**src/rtl/axi4_lite_slave_regfile.sv**
```systemverilog
// ---------------------------------------------------------------------------
// axi4_lite_slave_regfile
//
// Generic AXI4-Lite slave register file. It holds DATA_DEPTH words of
// DATA_WIDTH bits, mapped from byte address BASE_ADDR upward. The read and
// write channels run independent FSMs, so a read and a write may be in
// flight at the same time.
//
// Ports:
//   ACLK, ARESETN          clock (rising edge); asynchronous active-low reset
//   S_AXI_AW*              write address channel (AWADDR, AWVALID, AWREADY)
//   S_AXI_W*               write data channel (WDATA, WSTRB, WVALID, WREADY)
//   S_AXI_B*               write response channel (BRESP, BVALID, BREADY)
//   S_AXI_AR*              read address channel (ARADDR, ARVALID, ARREADY)
//   S_AXI_R*               read data channel (RDATA, RRESP, RVALID, RREADY)
//   dbg_w_state_o          current write FSM state, for checkers
//   dbg_r_state_o          current read FSM state, for checkers
//
// Handshake rules: a transfer takes place on a rising ACLK edge where VALID
// and READY are both high. Every READY and VALID driven here comes straight
// from a flop. Once this slave raises BVALID or RVALID, it holds that signal
// and its payload unchanged until the matching READY is seen high.
// ---------------------------------------------------------------------------
module axi4_lite_slave_regfile #(
   parameter int unsigned              ADDRESS_WIDTH = 32,
   parameter int unsigned              DATA_WIDTH    = 32,
   parameter int unsigned              DATA_DEPTH    = 32,
   parameter logic [ADDRESS_WIDTH-1:0] BASE_ADDR     = '0
) (
   input  logic                      ACLK,
   input  logic                      ARESETN,
   input  logic [ADDRESS_WIDTH-1:0]  S_AXI_AWADDR,
   input  logic                      S_AXI_AWVALID,
   output logic                      S_AXI_AWREADY,
   input  logic [DATA_WIDTH-1:0]     S_AXI_WDATA,
   input  logic [DATA_WIDTH/8-1:0]   S_AXI_WSTRB,
   input  logic                      S_AXI_WVALID,
   output logic                      S_AXI_WREADY,
   output logic [1:0]                S_AXI_BRESP,
   output logic                      S_AXI_BVALID,
   input  logic                      S_AXI_BREADY,
   input  logic [ADDRESS_WIDTH-1:0]  S_AXI_ARADDR,
   input  logic                      S_AXI_ARVALID,
   output logic                      S_AXI_ARREADY,
   output logic [DATA_WIDTH-1:0]     S_AXI_RDATA,
   output logic [1:0]                S_AXI_RRESP,
   output logic                      S_AXI_RVALID,
   input  logic                      S_AXI_RREADY,
   output logic [1:0]                dbg_w_state_o,
   output logic                      dbg_r_state_o
);

   localparam int unsigned STRB_W = DATA_WIDTH / 8;
   localparam int unsigned LSB    = $clog2(STRB_W);
   localparam int unsigned IDX_W  = (DATA_DEPTH > 1) ? $clog2(DATA_DEPTH) : 1;
   localparam logic [1:0]  RESP_OKAY   = 2'b00;
   localparam logic [1:0]  RESP_SLVERR = 2'b10;

   typedef enum logic [1:0] {W_IDLE, W_WAIT_D, W_WAIT_A, W_RESP} w_state_e;
   typedef enum logic       {R_IDLE, R_DATA} r_state_e;

   w_state_e                  w_state_q, w_state_d;
   r_state_e                  r_state_q, r_state_d;
   logic                      awready_q, wready_q, bvalid_q;
   logic                      arready_q, rvalid_q;
   logic [1:0]                bresp_q, rresp_q;
   logic [DATA_WIDTH-1:0]     rdata_q;
   logic [ADDRESS_WIDTH-1:0]  awaddr_q;
   logic [DATA_WIDTH-1:0]     wdata_q;
   logic [STRB_W-1:0]         wstrb_q;
   logic [DATA_WIDTH-1:0]     mem_q [DATA_DEPTH];

   logic                      aw_hs, w_hs, ar_hs, commit;
   logic [ADDRESS_WIDTH-1:0]  wr_addr, wr_word, rd_word;
   logic [DATA_WIDTH-1:0]     wr_data;
   logic [STRB_W-1:0]         wr_strb;
   logic                      wr_hit, rd_hit;

   assign aw_hs = S_AXI_AWVALID & awready_q;
   assign w_hs  = S_AXI_WVALID  & wready_q;
   assign ar_hs = S_AXI_ARVALID & arready_q;

   // The final handshake may be on either channel. A handshake happening
   // this cycle takes its value from the bus; otherwise the latched copy is used.
   assign wr_addr = aw_hs ? S_AXI_AWADDR : awaddr_q;
   assign wr_data = w_hs  ? S_AXI_WDATA  : wdata_q;
   assign wr_strb = w_hs  ? S_AXI_WSTRB  : wstrb_q;

   // Word index = (addr - base) >> LSB. This drops the low alignment bits.
   // The subtraction wraps when addr < base, so that case is also rejected
   // explicitly.
   assign wr_word = (wr_addr - BASE_ADDR) >> LSB;
   assign rd_word = (S_AXI_ARADDR - BASE_ADDR) >> LSB;
   assign wr_hit  = (wr_addr >= BASE_ADDR) && (wr_word < ADDRESS_WIDTH'(DATA_DEPTH));
   assign rd_hit  = (S_AXI_ARADDR >= BASE_ADDR) && (rd_word < ADDRESS_WIDTH'(DATA_DEPTH));

   // ---------------- write FSM ----------------
   always_comb begin
      w_state_d = w_state_q;
      case (w_state_q)
         W_IDLE: begin
            if (aw_hs && w_hs) w_state_d = W_RESP;
            else if (aw_hs)    w_state_d = W_WAIT_D;
            else if (w_hs)     w_state_d = W_WAIT_A;
         end
         W_WAIT_D: if (w_hs)         w_state_d = W_RESP;
         W_WAIT_A: if (aw_hs)        w_state_d = W_RESP;
         W_RESP:   if (S_AXI_BREADY) w_state_d = W_IDLE;
         default:                    w_state_d = W_IDLE;
      endcase
   end

   assign commit = (w_state_d == W_RESP) && (w_state_q != W_RESP);

   always_ff @(posedge ACLK or negedge ARESETN) begin
      if (!ARESETN) begin
         w_state_q <= W_IDLE;
         awready_q <= 1'b0;
         wready_q  <= 1'b0;
         bvalid_q  <= 1'b0;
         bresp_q   <= RESP_OKAY;
         awaddr_q  <= '0;
         wdata_q   <= '0;
         wstrb_q   <= '0;
         for (int i = 0; i < int'(DATA_DEPTH); i++) mem_q[i] <= '0;
      end else begin
         w_state_q <= w_state_d;
         // The ready flags follow the next state. This keeps them registered
         // and holds them low for the first cycle after reset.
         awready_q <= (w_state_d == W_IDLE) || (w_state_d == W_WAIT_A);
         wready_q  <= (w_state_d == W_IDLE) || (w_state_d == W_WAIT_D);
         bvalid_q  <= (w_state_d == W_RESP);
         if (aw_hs) awaddr_q <= S_AXI_AWADDR;
         if (w_hs) begin
            wdata_q <= S_AXI_WDATA;
            wstrb_q <= S_AXI_WSTRB;
         end
         if (commit) begin
            bresp_q <= wr_hit ? RESP_OKAY : RESP_SLVERR;
            if (wr_hit) begin
               for (int k = 0; k < int'(STRB_W); k++) begin
                  if (wr_strb[k]) mem_q[wr_word[IDX_W-1:0]][8*k +: 8] <= wr_data[8*k +: 8];
               end
            end
         end
      end
   end

   // ---------------- read FSM ----------------
   always_comb begin
      r_state_d = r_state_q;
      case (r_state_q)
         R_IDLE:  if (ar_hs)        r_state_d = R_DATA;
         R_DATA:  if (S_AXI_RREADY) r_state_d = R_IDLE;
         default:                   r_state_d = R_IDLE;
      endcase
   end

   // Reads sample mem_q before this edge's write lands, so a read and a write
   // to the same word on the same edge return the old contents.
   always_ff @(posedge ACLK or negedge ARESETN) begin
      if (!ARESETN) begin
         r_state_q <= R_IDLE;
         arready_q <= 1'b0;
         rvalid_q  <= 1'b0;
         rdata_q   <= '0;
         rresp_q   <= RESP_OKAY;
      end else begin
         r_state_q <= r_state_d;
         arready_q <= (r_state_d == R_IDLE);
         rvalid_q  <= (r_state_d == R_DATA);
         if (ar_hs) begin
            rdata_q <= rd_hit ? mem_q[rd_word[IDX_W-1:0]] : '0;
            rresp_q <= rd_hit ? RESP_OKAY : RESP_SLVERR;
         end
      end
   end

   assign S_AXI_AWREADY = awready_q;
   assign S_AXI_WREADY  = wready_q;
   assign S_AXI_BVALID  = bvalid_q;
   assign S_AXI_BRESP   = bresp_q;
   assign S_AXI_ARREADY = arready_q;
   assign S_AXI_RVALID  = rvalid_q;
   assign S_AXI_RDATA   = rdata_q;
   assign S_AXI_RRESP   = rresp_q;
   assign dbg_w_state_o = w_state_q;
   assign dbg_r_state_o = r_state_q;

endmodule

```
**config.mk**
```make
export PLATFORM = sky130hd
export DESIGN_NAME = axi4_lite_slave_regfile
export DESIGN_NICKNAME = d
export VERILOG_FILES = /design/src/rtl/axi4_lite_slave_regfile.sv
export SDC_FILE = /design/constraint.sdc
export NUM_CORES = 2
export LEC_CHECK = 0
export ABC_AREA = 1
export BUFFER_PORTS_ARGS = -buffer_cell sky130_fd_sc_hd__buf_4
export CAP_MARGIN = 5
export CORE_ASPECT_RATIO = 0.8
export CORE_MARGIN = 2
export CORE_UTILIZATION = 45
export CTS_CLUSTER_DIAMETER = 120
export DETAILED_ROUTE_END_ITERATION = 10
export SKIP_CTS_REPAIR_TIMING = 1
export SLEW_MARGIN = 0
export SYNTH_ARGS = -nofsm -noshare
export SYNTH_HDL_FRONTEND = slang
export SYNTH_SLANG_ARGS = --single-unit
export TNS_END_PERCENT = 5
```
**constraint.sdc**
```tcl
create_clock -name ACLK -period 3.6 [get_ports ACLK]
set_input_delay 0.72 -clock ACLK [delete_from_list [all_inputs] [get_ports ACLK]]
set_output_delay 0.72 -clock ACLK [all_outputs]
set_load 0.05 [all_outputs]
```
==> out/results.ini <==
[clock_tree]
cts_tree=done
ctsHtreeMaxLevel=3
clock_latency_ns=0.75
cts-root-buf=clkbuf_16
clk_pin_slew_ns=0.06
clock_path_buffers=3
cts_buffers=115
cts_sinks=1131

[finish]
antenna_cells=0
finish.instance_area_um2=65600
syn_to_final_growth_pct=12.1
post-route-util_pct=50.8
nNetsFinal=7516
drive_gt1_share_pct=10.2

[place]
routabilityCongestion=0.870
dp_hpwl_mm=119
io_buffers=144
placed_area_um2=61800
dpl_worst_slack_ns=0.152

[power]
cellPowerDensity_nw_per_um2=554
ir_drop_v=0.00171
p_leak_nw=33.3

[logic_synthesis]
synth_cells=7585
ys_warn_count=0
synth.distinct_cells=33
synth_common_cells=3386 x nand2_1, 1131 x dfrtp_1, 1101 x nand4_1
synth_seq_cells=1131
synth_edf_count=0
yosysSeqAreaShare_pct=48.3
async_flop_share_pct=100
synth.most_common_cell=nand2_1
syn_avg_cell_area_um2=7.72
synth_area_um2=58500
synthTopCellsByArea=dfrtp_1 48%, nand2_1 22%, nand4_1 12%, nand3_1 8.3%, clkbuf_1 2.7%
synthDominantCellAreaShare_pct=48.3
synth_top_area_cell=dfrtp_1
synth_flop_cell=dfrtp_1

[setup_path]
worst_setup_path_end_kind=flop
crit_top_cell=nand2_1
max_stage_delay_ns=0.48
crit_fanout=20
critical_path_class=flop to flop
crit_arrival_ns=3.60
cp-start-kind=flop
path_cells=nand2_2 -> buf_4 -> nand2_1 -> o21ai_1 -> nand3_1 -> inv_1 -> nand2_1 -> nor2_4 -> buf_12 -> nand4_1 -> nand2_1 -> nand2_1
required_ns=4.22
cp_slowest_cell=nand4_1

[timing]
slew_violations=0
fin_hold_ws_ns=0.226
tightest_slew_ns=1.03
timing.setup.tns_ns=0
slew_headroom_pct=31.4
fmax_mhz=336
fin_crit_ns=2.98
fin_crit_sh_pct=82.7
rsz0062_at_grt=no
setup_viol=0
fin_worst_skew_ns=0.0307
hold_violations=0
setup_slack_ns=0.623

[global_routing]
grt_usage_pct=28.7
grt_pass1_vias=51551
grt_max_degree=202
gr-total-overflow=0
antenna_found_initial=0
grt_pass1_wl_mm=307

[detailed_routing]
wire_per_inst_um=20.9
drt-vias-per-instance=5.90
drc=0
totalWireLength_mm=193
dr.pass1.iters=6
drt_iter0_markers=5905
vias=54577
ant_nets=0

[job]
cap_violations=0

[die]
dieArea_um2=133000
io-pin-count=151
core_area_um2=129000
die_height_um=327
die_w_um=407
initial_core_util_pct=45.3
core.rowCount=118

[outcome]
status=complete, no violations

[worst_hold_path]
worstHoldPathType=input port to flop

-- through the flow --
step	total power, W	std cells
floorplan	0.0198	7586
global placement	0.0239	9031
detailed placement	0.0239	9031
CTS	0.0364	9243
global route	0.0377	9244
finish	0.0364	9244
-- cell families (layout without fill, tap and decap cells) --
group	after synthesis	in the layout	share of synthesized area (%)
simple gates	5640	5640	45.1
flops	1131	1131	48.3
buf+inv	769	687	5.75
mux	35	35	0.673
compound gates	9	9	0.0898
other cells	1	2	0.00641
-- routing by layer --
metal / vias up / track usage, % / wire length (µm)
li1: 25349 / - / -
met1: 26703 / 43.0 / 87300
met5: - / 0 / 0
met2: 2232 / 43.0 / 85200
met4: 0 / 8.04 / 4940
met3: 293 / 4.44 / 15700
-- final timing paths --
check | start | to | slack (ns) | cells past startpoint
worst max-delay path | S_AXI_AWREADY | mem_q[524] | 0.62 | 12
worst min-delay path | S_AXI_AWADDR[25] | awaddr_q[25] | 0.23 | 3
worst max register to register | S_AXI_AWREADY | mem_q[524] | 0.62 | 12
worst min register to register | awaddr_q[28] | awaddr_q[28] | 0.47 | 2
max in group asynchronous | ARESETN | mem_q[777] | 1.90 | 4
min in group asynchronous | ARESETN | S_AXI_BRESP[1] | 0.57 | 2
-- flip-flops by register name, summed over array words and instances, names as in the netlist --
| name | count |
|---|---|
| awaddr_q | 30 |
| S_AXI_AWREADY | 1 |
| S_AXI_RVALID | 1 |
| mem_q | 1024 |
| S_AXI_RRESP | 1 |
| dbg_w_state_o | 2 |
| S_AXI_BVALID | 1 |
| S_AXI_ARREADY | 1 |
| wdata_q | 32 |
| S_AXI_WREADY | 1 |
| wstrb_q | 4 |
| S_AXI_RDATA | 32 |
| S_AXI_BRESP | 1 |
-- report_power, final --
part | internal (W) | total, W | leakage (nW) | switching (W)
clock | 0.00711 | 0.0125 | 1.92 | 0.00539
combinational | 0.00186 | 0.0106 | 15.7 | 0.00878
sequential | 0.0131 | 0.0133 | 15.7 | 0.000139
-- area by class of cell --
cell class,count,area [µm²]
fill,12456,63700
inverter,60,250
timing repair buffer,415,4030
multi-input combinational,5686,27000
tap,1740,2180
clock buffer,174,3500
clock inverter,38,387
sequential,1131,28300
-- critical path, delay by kind of cell, from the launching register on --
family / cells / cell delay (ns)
compound gates: 1 / 0.11
simple gates: 8 / 1.66
buf+inv: 3 / 0.63
flops: 1 / 0.40
-- layout by cell type, fill, tap and decap left out, drive strengths merged, types with 2 or more instances in the layout --
cell,n
dfrtp,1131
o21ai,8
nor2,75
nand4,1154
inv,60
nor4,2
bufinv,6
nor3,33
mux2,35
clkbuf,174
nand2,3399
buf,414
conb,2
clkinv,27
clkinvlp,5
nand3,976
Power figures use the tool's default switching activity.
